$ cat src/rtl/ps2_receptor.sv
// PS/2 keyboard receiver: synchronizes and de-glitches the raw PS/2 lines,
// deframes 11-bit frames, checks odd parity and the stop bit, folds the
// 0xF0 / 0xE0 prefixes into flags, and abandons stalled frames on timeout.
module ps2_receptor #(
  parameter int FILTRO_N    = 8,
  parameter int TIMEOUT_CYC = 10000
) (
  input  logic       clk_i,
  input  logic       rst_i,
  input  logic       ps2_reloj_i,
  input  logic       ps2_data_i,
  output logic [7:0] code_o,
  output logic       valid_o,
  output logic       break_o,
  output logic       extended_o,
  output logic       error_o,
  output logic       busy_o
);

  localparam int FW = $clog2(FILTRO_N + 1);
  localparam int TW = $clog2(TIMEOUT_CYC + 1);

  typedef enum logic [1:0] {IDLE, DATOS, PARIDAD, PARADA} state_t;

  state_t        state, state_next;
  logic          ck_s1, ck_s2, dt_s1, dt_s2;
  logic          filt, filt_prev;
  logic [FW-1:0] filt_cnt;
  logic          fall;
  logic [7:0]    shift;
  logic [2:0]    bit_cnt;
  logic          parity;
  logic [TW-1:0] tout_cnt;
  logic          tout_hit;
  logic          frame_done;
  logic          good;
  logic          brk_pend, ext_pend;

  // Two-flop synchronizers; idle level of both PS/2 lines is high.
  always_ff @(posedge clk_i) begin
    if (!rst_i) begin
      ck_s1 <= 1'b1;
      ck_s2 <= 1'b1;
      dt_s1 <= 1'b1;
      dt_s2 <= 1'b1;
    end else begin
      ck_s1 <= ps2_reloj_i;
      ck_s2 <= ck_s1;
      dt_s1 <= ps2_data_i;
      dt_s2 <= dt_s1;
    end
  end

  // Glitch filter: the filtered clock follows only after FILTRO_N consecutive differing samples.
  always_ff @(posedge clk_i) begin
    if (!rst_i) begin
      filt      <= 1'b1;
      filt_prev <= 1'b1;
      filt_cnt  <= '0;
    end else begin
      filt_prev <= filt;
      if (ck_s2 == filt) begin
        filt_cnt <= '0;
      end else if (filt_cnt == FW'(FILTRO_N - 1)) begin
        filt     <= ck_s2;
        filt_cnt <= '0;
      end else begin
        filt_cnt <= filt_cnt + 1'b1;
      end
    end
  end

  // One-cycle strobe on the filtered 1 -> 0 transition; data is sampled on this cycle.
  assign fall   = filt_prev & ~filt;
  assign busy_o = (state != IDLE);

  // Odd parity across data and parity bit, plus a high stop bit.
  assign good = (^shift ^ parity) & dt_s2;

  // FSM state register.
  always_ff @(posedge clk_i) begin
    if (!rst_i) state <= IDLE;
    else        state <= state_next;
  end

  // Next-state logic; timeout wins only when no edge arrives on the same cycle.
  always_comb begin
    state_next = state;
    tout_hit   = 1'b0;
    frame_done = 1'b0;
    if (state != IDLE && !fall && tout_cnt == TW'(TIMEOUT_CYC - 1)) begin
      tout_hit   = 1'b1;
      state_next = IDLE;
    end else if (fall) begin
      case (state)
        IDLE:    if (!dt_s2) state_next = DATOS;
        DATOS:   if (bit_cnt == 3'd7) state_next = PARIDAD;
        PARIDAD: state_next = PARADA;
        PARADA: begin
          state_next = IDLE;
          frame_done = 1'b1;
        end
        default: state_next = IDLE;
      endcase
    end
  end

  // Inactivity counter: restarts on each edge, runs only while a frame is open.
  always_ff @(posedge clk_i) begin
    if (!rst_i) begin
      tout_cnt <= '0;
    end else if (fall || state == IDLE || tout_hit) begin
      tout_cnt <= '0;
    end else begin
      tout_cnt <= tout_cnt + 1'b1;
    end
  end

  // Datapath: shifting, parity capture, prefix tracking and output registers.
  always_ff @(posedge clk_i) begin
    if (!rst_i) begin
      shift      <= 8'h00;
      bit_cnt    <= 3'd0;
      parity     <= 1'b0;
      brk_pend   <= 1'b0;
      ext_pend   <= 1'b0;
      code_o     <= 8'h00;
      break_o    <= 1'b0;
      extended_o <= 1'b0;
      valid_o    <= 1'b0;
      error_o    <= 1'b0;
    end else begin
      valid_o <= 1'b0;
      error_o <= 1'b0;
      if (fall && state == DATOS) begin
        shift   <= {dt_s2, shift[7:1]};
        bit_cnt <= bit_cnt + 1'b1;
      end
      if (fall && state == PARIDAD) parity <= dt_s2;
      if (tout_hit || (frame_done && !good)) begin
        error_o  <= 1'b1;
        brk_pend <= 1'b0;
        ext_pend <= 1'b0;
        shift    <= 8'h00;
        bit_cnt  <= 3'd0;
      end else if (frame_done) begin
        shift   <= 8'h00;
        bit_cnt <= 3'd0;
        if (shift == 8'hF0) begin
          brk_pend <= 1'b1;
        end else if (shift == 8'hE0) begin
          ext_pend <= 1'b1;
        end else begin
          code_o     <= shift;
          break_o    <= brk_pend;
          extended_o <= ext_pend;
          valid_o    <= 1'b1;
          brk_pend   <= 1'b0;
          ext_pend   <= 1'b0;
        end
      end
    end
  end

endmodule

$ cat config.mk
export PLATFORM = sky130hd
export DESIGN_NAME = ps2_receptor
export DESIGN_NICKNAME = d
export VERILOG_FILES = /design/src/rtl/ps2_receptor.sv
export SDC_FILE = /design/constraint.sdc
export NUM_CORES = 1
export LEC_CHECK = 0
export CORE_ASPECT_RATIO = 1.5
export CORE_MARGIN = 5
export CORE_UTILIZATION = 30
export CTS_CLUSTER_DIAMETER = 100
export DETAILED_ROUTE_END_ITERATION = 10
export MAX_ROUTING_LAYER = met4
export PLACE_DENSITY = 0.54
export RECOVER_POWER = 50
export SYNTH_ARGS = -nofsm -noshare
export SYNTH_HDL_FRONTEND = slang
export SYNTH_SLANG_ARGS = --single-unit
$ cat constraint.sdc
create_clock -name clk_i -period 2.85 [get_ports clk_i]
set_clock_uncertainty 0.15 [all_clocks]
set_input_delay 0.285 -clock clk_i [delete_from_list [all_inputs] [get_ports clk_i]]
set_output_delay 0.285 -clock clk_i [all_outputs]
set_load 0.05 [all_outputs]
==> key figures <==
Status
  • Status: finished clean

Clock tree
  • Post-CTS setup repair buffer count: 0
  • H-tree levels: 2
  • Clk root buf: clkbuf_16
  • Post-cts hold buffer count: 0
  • TritonCTS buffer count: 5
  • Clk_lat worst skew: 290 ps
  • Post_cts resized: 0
  • Clk pin slew, worst setup/hold paths: 70 ps
  • CTS tree: yes
  • Clock Tree Buf Depth: 2
  • Clk sinks: 52

Die
  • Cell Rows: 39
  • Core Area: 7515 um^2
  • Ports: 17
  • Initial core utilization: 0.3042
  • Die area: 9502 um^2
  • Die Width: 81.28 um
  • Die H: 116.9 um

Route
  • Routed length on met2: 2.085 mm
  • Antenna viol nets, final: 0
  • Iter 0 DRT Violations: 47
  • Met3 WL: 111 um
  • Final WL: 4.153 mm
  • M1 WL: 1.838 mm
  • Wire per inst: 11.19 um
  • Drc violations: 0
  • Routed vias: 1,656
  • DR vias/cell: 4.464
  • Highest routed layer: met4
  • Iteration count of the initial detailed-routing pass: 4

Min path
  • Worst hold stages: 1
  • Worst hold path type: reg -> reg

Layout
  • Commonest non-fill, non-tap cell in the layout: dfxtp_1
  • Layout Nets: 286
  • Commonest cells after routing, fill and taps aside: 52 x dfxtp_1, 35 x nand2_1, 26 x nor2_1
  • P&R area growth vs syn: 18.28%
  • Share of cells above drive strength 1: 0.04089
  • Antenna diode count: 0

STA
  • Max frequency: 423.8 MHz
  • Worst Tran Pin Value: 1153 ps
  • Sum Neg Setup Slack: 0 ps
  • Final worst path period share: 0.8280
  • Final setup fails: 0
  • Setup ws final: 490.2 ps
  • Worst rel slew slack: 0.2315
  • Hold Violations, Final: 0
  • Crit path time final: 2360 ps
  • Pins Over Slew Limit: 0
  • RSZ-0062 raised after global routing: false

Placement
  • PortBufs: 16
  • Placement Setup Slack: 687.9 ps
  • Final Wtd Congestion: 0.7473
  • HPWL Detailed: 2.992 mm

Worst setup path
  • Slowest-stage cell, CP: clkdlybuf4s50_1
  • Max stage delay on crit path: 800 ps
  • Crit Path Max Fanout: 5
  • Worst Path Required: 2410 ps
  • FF-to-FF path depth: 6
  • Startpoint Class: flip-flop
  • Worst path most repeated cell: inv_1
  • Worst EP arrival: 1920 ps
  • Crit path capture type: output pin
  • Worst path depth: 4
  • Worst-path cell chain: inv_1 > ha_1 > inv_1 > clkdlybuf4s50_1
  • Buf+Inv Stages, Crit Path: 3
  • Critical path's top delay family: buffers and inverters
  • Critical path class: reg -> out

GRT
  • Largest net degree at the start of global routing: 30
  • Number of global-route vias before repair: 1,600
  • First-pass GRT wire length: 7.169 mm
  • GRT Total Usage: 0.1012
  • Grt ovf: 0
  • Initial antenna violation count: 0

Yosys
  • Mean post-synth cell area: 9.035 um^2
  • Simple-Gate Fraction of Synth Area: 0.2233
  • Post-synthesis mux area share: 0.05692
  • Seq cells post-synth: 52
  • Mapped cell area: 2286 um^2
  • Synth unique cells: 39
  • Post-Synth XOR/XNOR Area: 0.07499
  • Adder-Cell Fraction of Synth Area: 0.07663
  • Synth warn: 0
  • Mapped Cells: 253
  • Seq/Total Area, Yosys: 0.4554
  • Ys flop type: dfxtp_1
  • EDFF count, synth: 0
  • Compound-gate portion of the synthesized area: 0.06513
  • Async S/R FF share, synth: 0
  • Mapped Nets: 271
  • Largest family of logic cells by synthesized area: simple AND/OR/NAND/NOR gates

Power and ir drop
  • VDD IR max: 0.0002438 V
  • Pwr Density: 523.7 nW/um^2
  • Leakage: 0.9844 nW

Flow run
  • Max_cap viols: 0
[power breakdown]
group / internal, W / leakage [nW] / total (W) / switching, W
clock: 0.000413 / 0.0808 / 0.000666 / 0.000253
sequential: 0.000729 / 0.420 / 0.000731 / 0.00000132
combinational: 0.00000670 / 0.484 / 0.0000193 / 0.0000126
[worst register-to-register path: cells and delay by family (launching register included)]
family,cells,cell delay [ps]
simple gates,3,620
buf+inv,1,430
flops,1,370
compound gates,1,330
fa+ha+maj,1,190
[final cells by class]
class                   instances  area [um^2]
inverters                      14        52.55
repair buffers                 20        182.7
multi-input cells             175         1136
clock inverters                 2        35.03
flip-flops and latches         52         1041
clock buffers                   6        128.9
well taps                     102        127.6
fillers                       815         4811
[Yosys cell counts, types with 5 or more instances]
cell	number	area (um^2)
mux2i_1	13	130.1
nand3_1	20	100.1
inv_1	14	52.55
a21oi_1	10	50.05
nor3_1	5	25.02
ha_1	14	175.2
xnor2_1	7	61.31
nand2_1	35	131.4
nand2b_1	5	31.28
dfxtp_1	52	1041
clkbuf_1	8	30.03
xor2_1	10	87.58
nor2_1	26	97.59
[final timing paths]
path                    start    endpoint  slack [ps]
hold / removal          ck_s1       ck_s2         260
setup reg to reg  tout_cnt[0]  bit_cnt[0]         640
setup / recovery     state[1]      busy_o         490
hold reg to reg         ck_s1       ck_s2         260
[kinds of logic (layout without fill, tap and decap cells)]
logic type,Yosys count,after routing
AO/OA/AOI/OAI,22,22
XOR/XNOR,18,18
adder cells (fa/ha/maj),14,14
buffers and inverters,26,42
flip-flops,52,52
multiplexers,13,13
AND/OR/NAND/NOR,108,108
[state kept, by name, indices dropped and copies added (netlist names), 2 cells and up]
signal    flops
filt_cnt      4
code_o        8
shift         8
state         2
tout_cnt     14
bit_cnt       3
[metal layers]
| metal | GRT usage | vias up |
|---|---|---|
| met5 | - | - |
| met4 | 0.05750 | 0 |
| met3 | 0.02603 | 7 |
| met2 | 0.1714 | 17 |
| met1 | 0.1049 | 756 |
| li1 | - | 876 |
[per-stage QoR]
| stage | total power [W] | hold slack (ps) | area (um^2) | utilization | instances |
|---|---|---|---|---|---|
| after global routing | 0.001480 | 286.6 | 2704 | 0.3598 | 371 |
| after CTS | 0.001440 | 259.8 | 2711 | 0.3608 | 371 |
| final | 0.001416 | 256.9 | 2704 | 0.3598 | 371 |
| after global placement | 0.0007686 | 240.4 | 2547 | 0.3390 | 363 |
| after detailed placement | 0.0007685 | 243.7 | 2547 | 0.3390 | 363 |
| after floorplan | 0.0007600 | 236.3 | 2286 | - | 253 |
(Power assumes the default switching activity.)
